`config.mk`:
```
export PLATFORM = sky130hd
export DESIGN_NAME = trap_seq
export DESIGN_NICKNAME = d
export VERILOG_FILES = /design/src/rtl/trap_seq_pkg.sv /design/src/rtl/trap_seq_target_calc.sv /design/src/rtl/trap_seq.sv
export SDC_FILE = /design/constraint.sdc
export NUM_CORES = 1
export LEC_CHECK = 0
export BUFFER_PORTS_ARGS = -buffer_cell sky130_fd_sc_hd__buf_2
export CAP_MARGIN = 20
export CORE_AREA = 4 4 201 203
export CTS_CLUSTER_DIAMETER = 80
export DETAILED_ROUTE_END_ITERATION = 8
export DIE_AREA = 0 0 205 207
export GPL_TIMING_DRIVEN = 0
export SLEW_MARGIN = 20
export SYNTH_ARGS = -nofsm -noshare
export SYNTH_HDL_FRONTEND = slang
export SYNTH_SLANG_ARGS = --single-unit
```
`constraint.sdc`:
```
create_clock -name clk -period 4.3 [get_ports clk]
set_input_delay 0.645 -clock clk [delete_from_list [all_inputs] [get_ports clk]]
set_output_delay 0.645 -clock clk [all_outputs]
set_load 0.005 [all_outputs]
```
`src/rtl/trap_seq_pkg.sv`:
```
// Shared constants, state encoding and mstatus update helpers for the trap sequencer.
// CSR addresses, cause codes and stall/flush patterns live here so the core agrees on them.
package trap_seq_pkg;

    localparam int XLEN = 64;

    localparam logic [11:0] CSR_MSTATUS = 12'h300;
    localparam logic [11:0] CSR_MEPC    = 12'h341;
    localparam logic [11:0] CSR_MCAUSE  = 12'h342;
    localparam logic [11:0] CSR_MTVAL   = 12'h343;

    localparam int CAUSE_INT_BIT = XLEN - 1;
    localparam logic [XLEN-1:0] CAUSE_ECALL = XLEN'(11);
    localparam logic [XLEN-1:0] CAUSE_MTI   = XLEN'(7);
    localparam logic [XLEN-1:0] CAUSE_MTI_INT = CAUSE_MTI | (XLEN'(1) << CAUSE_INT_BIT);

    localparam logic [5:0] STALL_TRAP     = 6'b001111;
    localparam logic [5:0] FLUSH_REDIRECT = 6'b001110;

    localparam int MIE_BIT  = 3;
    localparam int MPIE_BIT = 7;
    localparam int MPP_HI   = 12;
    localparam int MPP_LO   = 11;

    typedef enum logic [2:0] {
        ST_IDLE     = 3'd0,
        ST_W_EPC    = 3'd1,
        ST_W_CAUSE  = 3'd2,
        ST_W_TVAL   = 3'd3,
        ST_W_STATUS = 3'd4,
        ST_R_STATUS = 3'd5,
        ST_REDIRECT = 3'd6
    } trap_state_e;

    // Trap entry: interrupts are disabled, the old enable is parked in MPIE, machine mode recorded.
    function automatic logic [XLEN-1:0] entry_status(input logic [XLEN-1:0] snap);
        logic [XLEN-1:0] s;
        s                 = snap;
        s[MPIE_BIT]       = snap[MIE_BIT];
        s[MIE_BIT]        = 1'b0;
        s[MPP_HI:MPP_LO]  = 2'b11;
        return s;
    endfunction

    function automatic logic [XLEN-1:0] mret_status(input logic [XLEN-1:0] snap);
        logic [XLEN-1:0] s;
        s                 = snap;
        s[MIE_BIT]        = snap[MPIE_BIT];
        s[MPIE_BIT]       = 1'b1;
        s[MPP_HI:MPP_LO]  = 2'b11;
        return s;
    endfunction

endpackage

```
`src/rtl/trap_seq_target_calc.sv`:
```
// Trap vector computation: direct or vectored mtvec, vectored offset applied only to interrupts.
// Reserved modes (2, 3) fall back to direct; the add wraps at XLEN bits.
module trap_target_calc
    import trap_seq_pkg::*;
(
    input  logic [XLEN-1:0] mtvec,
    input  logic            is_irq,
    output logic [XLEN-1:0] target
);

    localparam logic [XLEN-1:0] VEC_OFFSET = CAUSE_MTI << 2;

    logic [XLEN-1:0] base;

    assign base = {mtvec[XLEN-1:2], 2'b00};

    always_comb begin
        target = base;
        if (mtvec[1:0] == 2'b01 && is_irq) begin
            target = base + VEC_OFFSET;
        end
    end

endmodule

```
`src/rtl/trap_seq.sv`:
```
// Multi-cycle trap sequencer: serialises trap entry and mret into CSR writes on the single
// write port, arbitrates that port against CSR-instruction writes and drives stall/flush/redirect.
module trap_seq
    import trap_seq_pkg::*;
(
    input  logic            clk,
    input  logic            rst,
    input  logic [XLEN-1:0] pc_i,
    input  logic [31:0]     inst_data_i,
    input  logic            ecall_i,
    input  logic            mret_i,
    input  logic            irq_i,
    input  logic [XLEN-1:0] csr_mstatus_i,
    input  logic [XLEN-1:0] csr_mepc_i,
    input  logic [XLEN-1:0] csr_mtvec_i,
    input  logic            csr_req_valid_i,
    input  logic [11:0]     csr_req_addr_i,
    input  logic [XLEN-1:0] csr_req_data_i,
    output logic            csr_req_ready_o,
    output logic            csr_we_o,
    output logic [11:0]     csr_waddr_o,
    output logic [XLEN-1:0] csr_wdata_o,
    output logic [XLEN-1:0] redirect_pc_o,
    output logic            redirect_valid_o,
    output logic [5:0]      stall_o,
    output logic [5:0]      flush_o,
    output logic            busy_o
);

    trap_state_e state_q, state_d;

    logic [XLEN-1:0] pc_q;
    logic [31:0]     inst_q;
    logic [XLEN-1:0] cause_q;
    logic [XLEN-1:0] status_q;
    logic [XLEN-1:0] tvec_q;      // mtvec for traps, mepc for mret
    logic            is_irq_q;
    logic            is_mret_q;

    logic            idle;
    logic            irq_take;
    logic            trap_ev;
    logic            mret_ev;
    logic            grant;
    logic [XLEN-1:0] trap_target;

    // Events and requests are only qualified in IDLE and never while reset is asserted.
    assign idle     = (state_q == ST_IDLE);
    assign irq_take = irq_i & csr_mstatus_i[MIE_BIT];
    assign trap_ev  = idle & ~rst & (irq_take | ecall_i);
    assign mret_ev  = idle & ~rst & mret_i & ~irq_take & ~ecall_i;
    assign grant    = idle & ~rst & csr_req_valid_i & ~trap_ev & ~mret_ev;

    trap_target_calc u_target (
        .mtvec  (tvec_q),
        .is_irq (is_irq_q),
        .target (trap_target)
    );

    always_ff @(posedge clk) begin
        if (rst) begin
            state_q   <= ST_IDLE;
            pc_q      <= '0;
            inst_q    <= '0;
            cause_q   <= '0;
            status_q  <= '0;
            tvec_q    <= '0;
            is_irq_q  <= 1'b0;
            is_mret_q <= 1'b0;
        end else begin
            state_q <= state_d;
            if (trap_ev || mret_ev) begin
                pc_q      <= pc_i;
                inst_q    <= (trap_ev && ecall_i && !irq_take) ? inst_data_i : 32'd0;
                cause_q   <= irq_take ? CAUSE_MTI_INT : CAUSE_ECALL;
                status_q  <= csr_mstatus_i;
                tvec_q    <= mret_ev ? csr_mepc_i : csr_mtvec_i;
                is_irq_q  <= trap_ev & irq_take;
                is_mret_q <= mret_ev;
            end
        end
    end

    always_comb begin
        state_d          = state_q;
        csr_req_ready_o  = 1'b0;
        csr_we_o         = 1'b0;
        csr_waddr_o      = 12'd0;
        csr_wdata_o      = '0;
        redirect_pc_o    = '0;
        redirect_valid_o = 1'b0;
        stall_o          = 6'd0;
        flush_o          = 6'd0;
        busy_o           = ~idle;

        case (state_q)
            ST_IDLE: begin
                if (trap_ev) begin
                    state_d = ST_W_EPC;
                    stall_o = STALL_TRAP;
                end else if (mret_ev) begin
                    state_d = ST_R_STATUS;
                    stall_o = STALL_TRAP;
                end else if (grant) begin
                    csr_req_ready_o = 1'b1;
                    csr_we_o        = 1'b1;
                    csr_waddr_o     = csr_req_addr_i;
                    csr_wdata_o     = csr_req_data_i;
                end
            end
            ST_W_EPC: begin
                state_d     = ST_W_CAUSE;
                stall_o     = STALL_TRAP;
                csr_we_o    = 1'b1;
                csr_waddr_o = CSR_MEPC;
                csr_wdata_o = pc_q;
            end
            ST_W_CAUSE: begin
                state_d     = ST_W_TVAL;
                stall_o     = STALL_TRAP;
                csr_we_o    = 1'b1;
                csr_waddr_o = CSR_MCAUSE;
                csr_wdata_o = cause_q;
            end
            ST_W_TVAL: begin
                state_d     = ST_W_STATUS;
                stall_o     = STALL_TRAP;
                csr_we_o    = 1'b1;
                csr_waddr_o = CSR_MTVAL;
                csr_wdata_o = {32'd0, inst_q};
            end
            ST_W_STATUS: begin
                state_d     = ST_REDIRECT;
                stall_o     = STALL_TRAP;
                csr_we_o    = 1'b1;
                csr_waddr_o = CSR_MSTATUS;
                csr_wdata_o = entry_status(status_q);
            end
            ST_R_STATUS: begin
                state_d     = ST_REDIRECT;
                stall_o     = STALL_TRAP;
                csr_we_o    = 1'b1;
                csr_waddr_o = CSR_MSTATUS;
                csr_wdata_o = mret_status(status_q);
            end
            ST_REDIRECT: begin
                state_d          = ST_IDLE;
                redirect_valid_o = 1'b1;
                redirect_pc_o    = is_mret_q ? tvec_q : trap_target;
                flush_o          = FLUSH_REDIRECT;
            end
            default: begin
                state_d = ST_IDLE;
            end
        endcase
    end

endmodule

```
==> results_dict.tcl, run 1 <==
set metrics [dict create \
    core_area_um2 38500 \
    crit_buf_inv 5 \
    clock_root_buffer "sky130_fd_sc_hd__clkbuf_16" \
    clock_path_buffers 3 \
    async_reset_ff_share_pct 0 \
    cts.sink_count 230 \
    synth-warning-count 0 \
    cts_buffers 29 \
    chipWidth_um 205 \
    seqCellArea_um2 4600 \
    setup_repair_after_global_routing_missed_its_margin "true" \
    worstPathArrival_ns 3.41 \
    placementRows 72 \
    max_cap_viol_count 0 \
    failed_checks "DRC" \
    leakage_nw 7.19 \
    critPathKind "register to output port" \
    timing.critical_path.fanout_max 10 \
    critPathMaxStageDelay_ns 0.65 \
    grt_start_max_net_pins 16 \
    hpwl_mm 42.6 \
    detail_route.drc_violations 1 \
    run_status "finished with violations" \
    via_count 13600 \
    worst_skew_pair.late_latency_ns 0.57 \
    timing.max_slew.rel_slack_pct 24.9 \
    final_core_util_pct 41.4 \
    synth_xor_xnor_area_share_pct 2.25 \
    synthCells 1518 \
    syn_area_per_cell_um2 7.70 \
    wire_per_inst_um 20.8 \
    netlist_area_um2 11700 \
    final_period_minus_worst_setup_slack_ns 4.05 \
    gpl.final_weighted_congestion 0.910 \
    design_power_total_mw 6.31 \
    layout-drive-gt1-share_pct 28.1 \
    number_of_pins_exceeding_their_max_slew_limit_in_the_final_report 0 \
    timing.final.hold_violations 0 \
    antenna_found_initial 15 \
    nFillCells 4118 \
    worst_ir_drop_vdd_mv 0.271 \
    final-setup-viol-count 0 \
    cellPowerDensity_nw_per_um2 396 \
    cts_setup_buffers 0 \
    yosysTopAreaCellShare_pct 39.4 \
    start_util_pct 30.4 \
    synth.lib_cells_used.distinct 46 \
    worstMarginPinSlew_ns 1.13 \
    critical-path-slowest-cell "sky130_fd_sc_hd__nor4_1" \
    critPathRequiredTime_ns 3.65 \
    setup_total_negative_slack_ns 0 \
    post_synth_fa_ha_maj_area_fraction_pct 0.107 \
    synthSimpleGateAreaFrac_pct 22.7 \
    grt_pass1_wl_mm 79.0 \
    path_clk_slew_ns 0.06 \
    synth_top_family_by_area "simple AND/OR/NAND/NOR gates" \
    number_of_register_bits_inferred_by_synthesis 230 \
    placement.io_buffers 517 \
    synth_compound_gate_area_share_pct 21.5 \
    synth_top_cell_by_area "sky130_fd_sc_hd__dfxtp_1" \
    cts_tree "done" \
    detailedRoute.firstPassIterationCount 9 \
    ys_flop_type "sky130_fd_sc_hd__dfxtp_1" \
    clock_skew_ns 0.0151 \
    track_usage_pct 23.7 \
    crit_family "buffers and inverters" \
    initialDrtViolationCount 1005 \
    hold_class "primary input to register" \
    cts_max_level 1 \
    min_period_over_period_pct 94.2 \
    die_area_um2 42400 \
    syn2layout_area_growth_pct 36.3 \
    number_of_enable_flip_flop_cells_after_synthesis 0 \
    grt_overflow 0 \
    holdBufCountCts 0 \
    multi_input_area_um2 6400 \
    critical_path.endpoint_type "output port" \
    startpoint_type_of_the_worst_setup_path "register" \
    timing.critical_path.mode_cell "sky130_fd_sc_hd__clkbuf_1" \
    nNetsFinal 2441 \
    synth.area.top_cells "sky130_fd_sc_hd__dfxtp_1 39%, sky130_fd_sc_hd__nand2_1 9.3%, sky130_fd_sc_hd__mux2i_1 7.7%" \
    finalWirelength_mm 54.3 \
    die_y_um 207 \
    ant_nets 0 \
    crit_chain "clkbuf_1 > nor4_1 > and3_1 > clkbuf_1 > buf_2 > clkbuf_1 > nand2_1 > o211ai_1 > buf_2" \
    via_per_inst 5.20 \
    grt_pass1_vias 13600 \
    synthMuxAreaShare_pct 7.80 \
    boundaryPins 526 \
    max_freq_mhz 247 \
    yosysSeqAreaShare_pct 39.4 \
]
registers in the layout, indices dropped and copies added (netlist names):
register and flops:
state_q 3, status_q 62, tvec_q 64, cause_q 3, is_mret_q 1, is_irq_q 1
pc_q 64, inst_q 32
logic make-up after synthesis:
| logic type | after synthesis |
|---|---|
| simple gates | 605 |
| compound gates | 380 |
| flops | 230 |
| buf+inv | 180 |
| mux | 91 |
| xor+xnor | 30 |
| fa+ha+maj | 1 |
| other cells | 1 |
per-stage QoR:
step	worst slack (ns)	cell area [um^2]	cells	hold WS, ns
2_1_floorplan	1.41	11700	1522	0.432
3_3_place_gp	0.269	14900	2557	0.442
4_1_cts	0.114	15900	2609	0.271
6_report	0.249	15900	2615	0.307
5_1_grt	-0.0417	15900	2614	0.288
3_5_place_dp	0.403	14900	2557	0.446
cell type report:
class	instances	share of cell area [%]
tap	518	4.07
buffer	138	3.57
inverter	42	0.990
multi-input combinational	1112	40.2
clock buffer	39	5.04
antenna	6	0.0943
sequential	230	28.9
clock inverter	13	0.927
timing repair buffer	517	16.2
what timing repair did:
| item | in CTS | in global routing |
|---|---|---|
| endpoints found under the hold margin | 0 | 0 |
| gates resized for setup | 1 | 3 |
| endpoints found under the setup margin | 8 | 13 |
synthesized netlist by cell type, types with 6 or more instances:
cell type                  instances
sky130_fd_sc_hd__a211oi_1         66
sky130_fd_sc_hd__a21o_1           11
sky130_fd_sc_hd__a21oi_1         165
sky130_fd_sc_hd__a221o_1          24
sky130_fd_sc_hd__a222oi_1         31
sky130_fd_sc_hd__a22oi_1          33
sky130_fd_sc_hd__and2_1           10
sky130_fd_sc_hd__and3_1           13
sky130_fd_sc_hd__buf_1             6
sky130_fd_sc_hd__buf_4            11
sky130_fd_sc_hd__clkbuf_1        116
sky130_fd_sc_hd__dfxtp_1         230
sky130_fd_sc_hd__inv_1            42
sky130_fd_sc_hd__mux2i_1          90
sky130_fd_sc_hd__nand2_1         290
sky130_fd_sc_hd__nand3_1          22
sky130_fd_sc_hd__nand4_1          27
sky130_fd_sc_hd__nor2_1          162
sky130_fd_sc_hd__nor3_1           14
sky130_fd_sc_hd__nor4_1           14
sky130_fd_sc_hd__o21ai_0          24
sky130_fd_sc_hd__o22ai_1           7
sky130_fd_sc_hd__o31ai_1           8
sky130_fd_sc_hd__or3_1            22
sky130_fd_sc_hd__or4_1             9
sky130_fd_sc_hd__xnor2_1          22
sky130_fd_sc_hd__xor2_1            8
where the power goes:
part           internal [mW]  leakage, nW  total (mW)  switching (mW)
sequential              2.34         1.88        2.52           0.181
clock                   1.44        0.456        2.43           0.999
combinational          0.526         4.85        1.36           0.834
path summary, 6_finish.rpt:
kind	start	end	slack (ns)	cells after the start
worst max-delay path	state_q[2]	csr_wdata_o[3]	0.25	9
worst min register to register	pc_q[8]	pc_q[8]	0.45	2
worst max register to register	state_q[0]	status_q[2]	0.94	8
worst min-delay path	pc_i[28]	pc_q[28]	0.31	3
placed cells by master (no fill, tap or decap), types with 7 or more instances in the layout:
| cell type | count |
|---|---|
| sky130_fd_sc_hd__buf_2 | 522 |
| sky130_fd_sc_hd__nand2_1 | 290 |
| sky130_fd_sc_hd__dfxtp_1 | 230 |
| sky130_fd_sc_hd__a21oi_1 | 165 |
| sky130_fd_sc_hd__nor2_1 | 162 |
| sky130_fd_sc_hd__clkbuf_1 | 120 |
| sky130_fd_sc_hd__mux2i_1 | 90 |
| sky130_fd_sc_hd__a211oi_1 | 66 |
| sky130_fd_sc_hd__inv_1 | 42 |
| sky130_fd_sc_hd__a22oi_1 | 33 |
| sky130_fd_sc_hd__a222oi_1 | 31 |
| sky130_fd_sc_hd__clkbuf_16 | 29 |
| sky130_fd_sc_hd__nand4_1 | 27 |
| sky130_fd_sc_hd__a221o_1 | 24 |
| sky130_fd_sc_hd__o21ai_0 | 24 |
| sky130_fd_sc_hd__nand3_1 | 22 |
| sky130_fd_sc_hd__or3_1 | 22 |
| sky130_fd_sc_hd__xnor2_1 | 22 |
| sky130_fd_sc_hd__nor3_1 | 14 |
| sky130_fd_sc_hd__nor4_1 | 13 |
| sky130_fd_sc_hd__and3_1 | 13 |
| sky130_fd_sc_hd__a21o_1 | 11 |
| sky130_fd_sc_hd__buf_4 | 11 |
| sky130_fd_sc_hd__and2_1 | 10 |
| sky130_fd_sc_hd__or4_1 | 9 |
| sky130_fd_sc_hd__o31ai_1 | 8 |
| sky130_fd_sc_hd__xor2_1 | 8 |
| sky130_fd_sc_hd__o22ai_1 | 7 |
per-layer routing:
layer,GRT usage [%],vias up,share of wire [%]
li1,-,6491,-
met1,29.3,6375,41
met2,40.3,623,47
met5,0,-,0.20
met4,7.60,18,3.0
met3,6.21,103,8.5
tightest hold or removal path, cell delays in order:
cell	delay, ns
sky130_fd_sc_hd__buf_2	0.09
sky130_fd_sc_hd__nand2_1	0.04
sky130_fd_sc_hd__a21oi_1	0.05
No activity file was read; power rests on OpenSTA's default activity.
==> inputs of run 2 (changes only) <==
--- a/config.mk
+++ b/config.mk
@@ -5,12 +5,13 @@
 export SDC_FILE = /design/constraint.sdc
 export NUM_CORES = 1
 export LEC_CHECK = 0
+export ABC_AREA = 1
 export BUFFER_PORTS_ARGS = -buffer_cell sky130_fd_sc_hd__buf_2
 export CAP_MARGIN = 20
-export CORE_AREA = 4 4 201 203
+export CORE_AREA = 4 4 204 206
 export CTS_CLUSTER_DIAMETER = 80
 export DETAILED_ROUTE_END_ITERATION = 8
-export DIE_AREA = 0 0 205 207
+export DIE_AREA = 0 0 208 210
 export GPL_TIMING_DRIVEN = 0
 export SLEW_MARGIN = 20
 export SYNTH_ARGS = -nofsm -noshare
==> run 2 against run 1 <==
Against the previous run: the flow now finishes without violations; sequential share of layout area down 2.1 points; die area rose by 2.9%; maximum frequency up 8.9%; area after synthesis up 11%; design area is 8.0% higher; combinational power increased by 110%; critical endpoint is now redirect_pc_o[59]; largest power group unchanged; highest routed layer unchanged.
==> results_dict.tcl, run 2 <==
set metrics [dict create \
    start_util_pct 32.7 \
    track_usage_pct 26.7 \
    clock_root_buffer "sky130_fd_sc_hd__clkbuf_16" \
    setup_repair_after_global_routing_missed_its_margin "false" \
    yosys-top-cells-count "763 x sky130_fd_sc_hd__nand2_1, 266 x sky130_fd_sc_hd__a21oi_1, 230 x sky130_fd_sc_hd__dfxtp_1" \
    die_y_um 210 \
    grt_pass1_vias 15500 \
    place_inst 3157 \
    cts_buffers 28 \
    netlist_area_um2 13000 \
    ys_flop_type "sky130_fd_sc_hd__dfxtp_1" \
    cts.repair.resized 0 \
    number_of_enable_flip_flop_cells_after_synthesis 0 \
    cts_tree "done" \
    worstMarginPinSlew_ns 0.937 \
    r2r-end "tvec_q[60]" \
    critPathKind "register to output port" \
    cellPowerDensity_nw_per_um2 490 \
    clock_path_buffers 3 \
    syn2layout_area_growth_pct 32.6 \
    detail_route.drc_violations 0 \
    layout-drive-gt1-share_pct 24.3 \
    grt_start_max_net_pins 14 \
    timing.final.hold_violations 0 \
    holdBufCountCts 0 \
    chipWidth_um 208 \
    crit_path_start "is_irq_q" \
    ant_nets 0 \
    synth.lib_cells_used.distinct 38 \
    core_area_um2 39600 \
    post_layout_nonfiller_instances 3212 \
    timing.max_slew.rel_slack_pct 37.6 \
    die_area_um2 43700 \
    synth_top_cell_by_area "sky130_fd_sc_hd__dfxtp_1" \
    worst_r2r_path_depth 12 \
    cts_setup_buffers 0 \
    async_reset_ff_share_pct 0 \
    worst_skew_pair.late_latency_ns 0.56 \
    nNetsFinal 3033 \
    timing.critical_path.fanout_max 9 \
    top_regs "pc_q: 64 flops, tvec_q: 64 flops, status_q: 62 flops" \
    critPathRequiredTime_ns 3.65 \
    placement.io_buffers 517 \
    cts_max_level 1 \
    final_common_cell "sky130_fd_sc_hd__nand2_1" \
    via_per_inst 4.98 \
    worst_ir_drop_vdd_mv 0.336 \
    dpl-instance-area_um2 16200 \
    detailedRoute.firstPassIterationCount 5 \
    hpwl_mm 50.2 \
    commonest_non_fill_non_tap_cells_in_the_layout "763 x sky130_fd_sc_hd__nand2_1, 547 x sky130_fd_sc_hd__buf_2, 266 x sky130_fd_sc_hd__a21oi_1" \
    grt_overflow 0 \
    number_of_register_bits_inferred_by_synthesis 230 \
    max_cap_viol_count 0 \
    synth.area.top_cells "sky130_fd_sc_hd__dfxtp_1 36%, sky130_fd_sc_hd__nand2_1 22%, sky130_fd_sc_hd__a21oi_1 10%" \
    startpoint_type_of_the_worst_setup_path "register" \
    initialDrtViolationCount 1048 \
    placementRows 73 \
    synth-warning-count 0 \
    final_core_util_pct 43.4 \
    path_clk_slew_ns 0.06 \
    min_period_over_period_pct 86.5 \
    hold_class "primary input to register" \
    r2r_setup_slack_ns 2.07 \
    r2r_start "state_q[2]" \
    final-setup-viol-count 0 \
    synthCells 2111 \
    syn_area_per_cell_um2 6.14 \
    clock_skew_ns 0.0102 \
    via_count 16000 \
    final_period_minus_worst_setup_slack_ns 3.72 \
    gpl.final_weighted_congestion 0.961 \
    yosysTopAreaCellShare_pct 35.5 \
    setup_total_negative_slack_ns 0 \
    postLayoutCellArea_um2 17200 \
    critical_path.endpoint "redirect_pc_o[59]" \
    yosysSeqAreaShare_pct 35.5 \
    yosys.cell_count.top_type "sky130_fd_sc_hd__nand2_1" \
    leakage_nw 8.10 \
    finalWirelength_mm 62.8 \
    design_power_total_mw 8.43 \
    cts.sink_count 230 \
    boundaryPins 526 \
    grt_pass1_wl_mm 91.2 \
    worstPathArrival_ns 3.08 \
    run_status "finished, final reports clean" \
    critical_path.endpoint_type "output port" \
    antenna_found_initial 14 \
    wire_per_inst_um 19.5 \
    max_freq_mhz 269 \
    number_of_pins_exceeding_their_max_slew_limit_in_the_final_report 0 \
]
run 2: changes by cell type after synthesis, moves of 25 or more:
cell                       change
sky130_fd_sc_hd__clkbuf_1     -51
sky130_fd_sc_hd__nand3_1      +90
sky130_fd_sc_hd__mux2i_1      -90
sky130_fd_sc_hd__nor2_1       +42
sky130_fd_sc_hd__o21ai_0      +63
sky130_fd_sc_hd__nand2_1     +473
sky130_fd_sc_hd__inv_1       +121
sky130_fd_sc_hd__buf_2        +25
sky130_fd_sc_hd__a21oi_1     +101
sky130_fd_sc_hd__a211oi_1     -66
sky130_fd_sc_hd__a222oi_1     -31
run 2: cell families (layout without fill, tap and decap cells):
| family | Yosys count | in the layout | share of synthesized area, % |
|---|---|---|---|
| AND/OR/NAND/NOR | 1146 | 1146 | 35.9 |
| XOR/XNOR | 5 | 5 | 0.338 |
| flip-flops | 230 | 230 | 35.5 |
| adder cells (fa/ha/maj) | 1 | 1 | 0.0965 |
| buffers and inverters | 305 | 873 | 10.2 |
| AO/OA/AOI/OAI | 423 | 423 | 18.0 |
| other | 1 | 9 | 0.0289 |
run 2: metal layers:
layer | part of all wire, % | vias up | GRT usage (%)
met4 | 3.1 | 18 | 8.38
li1 | - | 7886 | -
met3 | 6.6 | 108 | 4.38
met2 | 51 | 661 | 50.2
met1 | 39 | 7332 | 31.2
met5 | 0.18 | - | 0
run 2: where the power goes:
part           internal (mW)  switching [mW]
combinational           1.01            1.90
sequential              2.64           0.417
clock                   1.46            1.00
total                   5.12            3.32
run 2: cell type report:
class | instances | area [um^2]
inverters | 170 | 638
diodes | 4 | 10.0
well taps | 525 | 657
fillers | 4335 | 22400
multi-input cells | 1580 | 7060
plain buffers | 135 | 683
clock inverters | 17 | 184
flip-flops and latches | 230 | 4600
repair buffers | 517 | 2590
clock buffers | 34 | 774
run 2: how the worst min path moves through the flow:
| stage | cells after the start | endpoint | startpoint | slack, ns |
|---|---|---|---|---|
| floorplan | 2 | pc_q[32] | pc_q[32] | 0.44 |
| global placement | 2 | inst_q[0] | inst_q[0] | 0.45 |
| detailed placement | 2 | pc_q[44] | pc_q[44] | 0.45 |
| CTS | 3 | pc_q[58] | pc_i[58] | 0.31 |
| global route | 3 | pc_q[30] | pc_i[30] | 0.32 |
| finish | 3 | pc_q[31] | pc_i[31] | 0.34 |
run 2: metrics by stage:
stage          setup slack, ns  hold slack (ns)
3_5_place_dp             0.924            0.451
5_1_grt                  0.388            0.321
4_1_cts                  0.578            0.310
2_1_floorplan             1.72            0.440
3_3_place_gp             0.935            0.448
6_report                 0.580            0.341
run 2: critical path, stage by stage, from the launching register on:
cell and delay, ns:
sky130_fd_sc_hd__dfxtp_1 0.46, sky130_fd_sc_hd__nand2_1 0.08, sky130_fd_sc_hd__nor2_1 0.15, sky130_fd_sc_hd__nand2_1 0.25, sky130_fd_sc_hd__nor2_2 0.38, sky130_fd_sc_hd__nand2_1 0.24
sky130_fd_sc_hd__nor2_1 0.41, sky130_fd_sc_hd__nand2_1 0.13, sky130_fd_sc_hd__nor3_1 0.18, sky130_fd_sc_hd__nor2_1 0.09, sky130_fd_sc_hd__buf_2 0.14
==> inputs of run 3 (changes only) <==
--- a/config.mk
+++ b/config.mk
@@ -6,12 +6,13 @@
 export NUM_CORES = 1
 export LEC_CHECK = 0
 export ABC_AREA = 1
+export ABC_CLOCK_PERIOD_IN_PS = 4250
 export BUFFER_PORTS_ARGS = -buffer_cell sky130_fd_sc_hd__buf_2
 export CAP_MARGIN = 20
-export CORE_AREA = 4 4 204 206
+export CORE_AREA = 4 4 200 202
 export CTS_CLUSTER_DIAMETER = 80
 export DETAILED_ROUTE_END_ITERATION = 8
-export DIE_AREA = 0 0 208 210
+export DIE_AREA = 0 0 204 206
 export GPL_TIMING_DRIVEN = 0
 export SLEW_MARGIN = 20
 export SYNTH_ARGS = -nofsm -noshare
==> constraint.sdc (replaced) <==
create_clock -name clk -period 4.25 [get_ports clk]
set_input_delay 0.6375 -clock clk [delete_from_list [all_inputs] [get_ports clk]]
set_output_delay 0.6375 -clock clk [all_outputs]
set_load 0.01 [all_outputs]
==> run 3 against run 2 <==
Against the previous run: register-to-register slack lost 0.22 ns; critical path depth shrank 4; die area shrank 3.8%; largest power group unchanged; critical endpoint is now redirect_pc_o[1]; critical path type unchanged; worst setup slack lost 0.19 ns; final cell count shrank 0.31%; sequential power is essentially flat; power shrank 0.27%; clock skew grew 0.0021 ns; design area shrank 0.59%; clock power shrank 7%.
==> results_dict.tcl, run 3 (synthesis results as in run 2) <==
set metrics [dict create \
    syn2layout_area_growth_pct 31.8 \
    ant_nets 0 \
    detail_route.drc_violations 0 \
    die_area_um2 42000 \
    final_period_minus_worst_setup_slack_ns 3.86 \
    detailedRoute.firstPassIterationCount 5 \
    final_common_cell "sky130_fd_sc_hd__nand2_1" \
    grt_pass1_vias 15300 \
    cts.sink_count 230 \
    crit_path_start "state_q[2]" \
    layout-drive-gt1-share_pct 24.0 \
    grt_pass1_wl_mm 88.7 \
    setup_total_negative_slack_ns 0 \
    worst_slack_ns 0.390 \
    hpwl_mm 49.2 \
    cellPowerDensity_nw_per_um2 492 \
    r2r_start "state_q[2]" \
    holdBufCountCts 0 \
    worstPathArrival_ns 3.22 \
    cts_buffers 27 \
    worst_r2r_path_depth 12 \
    initialDrtViolationCount 964 \
    post_layout_nonfiller_instances 3202 \
    timing.critical_path.fanout_max 10 \
    leakage_nw 8.07 \
    commonest_non_fill_non_tap_cells_in_the_layout "763 x sky130_fd_sc_hd__nand2_1, 547 x sky130_fd_sc_hd__buf_2, 266 x sky130_fd_sc_hd__a21oi_1" \
    antenna_found_initial 8 \
    holdPathStages 3 \
    placement.io_buffers 517 \
    crit_buf_inv 4 \
    cts_setup_buffers 0 \
    min_period_over_period_pct 90.8 \
    nNetsFinal 3032 \
    worst_skew_pair.late_latency_ns 0.54 \
    cts_tree "done" \
    clock_skew_ns 0.0123 \
    timing.max_slew.rel_slack_pct 39.2 \
    clock_path_buffers 3 \
    crit_family "buffers and inverters" \
    max_freq_mhz 259 \
    via_per_inst 4.97 \
    finalWirelength_mm 61.7 \
    critPathKind "register to output port" \
    worst_ir_drop_vdd_mv 0.270 \
    gpl.final_weighted_congestion 0.939 \
    startpoint_type_of_the_worst_setup_path "register" \
    start_util_pct 33.9 \
    preCtsSetupSlack_ns 0.945 \
    core_area_um2 38300 \
    max_cap_viol_count 0 \
    path_clk_slew_ns 0.06 \
    place_inst 3150 \
    track_usage_pct 27.5 \
    boundaryPins 526 \
    grt_start_max_net_pins 14 \
    timing.hold.worst.start "csr_mstatus_i[9]" \
    cts_max_level 1 \
    worstMarginPinSlew_ns 0.913 \
    critPathMaxStageDelay_ns 0.58 \
    cts.repair.resized 0 \
    final-setup-viol-count 0 \
    grt_overflow 0 \
    worst-path-stages 6 \
    clock_root_buffer "sky130_fd_sc_hd__clkbuf_16" \
    critPathRequiredTime_ns 3.61 \
    timing.final.hold_violations 0 \
    critical-path-slowest-cell "sky130_fd_sc_hd__nor3_1" \
    via_count 15900 \
    die_y_um 206 \
    setup_repair_after_global_routing_missed_its_margin "false" \
    hold_class "primary input to register" \
    chipWidth_um 204 \
    crit_chain "inv_1 > nor3_2 > clkinv_1 > clkbuf_1 > nor3_1 > buf_2" \
    number_of_pins_exceeding_their_max_slew_limit_in_the_final_report 0 \
    run_status "finished, final reports clean" \
    placementRows 72 \
    wire_per_inst_um 19.3 \
    critical_path.endpoint_type "output port" \
    top_regs "pc_q: 64 flops, tvec_q: 64 flops, status_q: 62 flops" \
]
==> run 3: per-stage QoR <==
| step | hold slack (ns) | util, % | power, mW | area [um^2] |
|---|---|---|---|---|
| final | 0.346 | 44.7 | 8.41 | 17100 |
| after global routing | 0.338 | 44.6 | 8.91 | 17100 |
| after CTS | 0.326 | 44.6 | 8.44 | 17100 |
| after detailed placement | 0.452 | 42.4 | 6.13 | 16200 |
| after global placement | 0.448 | 42.4 | 6.09 | 16200 |
| after floorplan | 0.440 | - | 4.87 | 13000 |
==> run 3: final cells by class <==
class | count | area [um^2]
clock inverters | 9 | 98.8
well taps | 518 | 648
multi-input cells | 1580 | 7060
flip-flops and latches | 230 | 4600
plain buffers | 135 | 683
repair buffers | 517 | 2590
fillers | 4228 | 21200
inverters | 170 | 638
clock buffers | 36 | 759
diodes | 7 | 17.5
==> run 3: worst paths after layout <==
path / slack, ns / to
min: 0.35 / status_q[9]
min reg2reg: 0.46 / pc_q[54]
max reg2reg: 1.85 / tvec_q[0]
max: 0.39 / redirect_pc_o[1]
==> run 3: worst reg2reg max path: stages, from the launching register on <==
cell,delay [ns]
sky130_fd_sc_hd__dfxtp_1,0.38
sky130_fd_sc_hd__nor2_4,0.17
sky130_fd_sc_hd__nand2_4,0.10
sky130_fd_sc_hd__nor2_8,0.13
sky130_fd_sc_hd__inv_2,0.09
sky130_fd_sc_hd__nor2_8,0.16
sky130_fd_sc_hd__inv_2,0.06
sky130_fd_sc_hd__nand2_2,0.21
sky130_fd_sc_hd__buf_4,0.32
sky130_fd_sc_hd__buf_4,0.24
sky130_fd_sc_hd__nand3_1,0.25
sky130_fd_sc_hd__nand2_1,0.15
sky130_fd_sc_hd__inv_1,0.04
==> run 3: power breakdown <==
part           switching (mW)  internal (mW)  total, mW
combinational            2.00           1.03       3.02
sequential              0.418           2.67       3.09
clock                   0.936           1.36       2.30
total                    3.35           5.06       8.41
==> run 3: metal layers <==
metal / routed length, um / up-vias / global-route usage (%)
met5: 64 / - / 0
met4: 1950 / 10 / 8.42
met3: 4000 / 111 / 4.27
met2: 31600 / 587 / 51.8
met1: 24100 / 7334 / 31.9
li1: - / 7881 / -
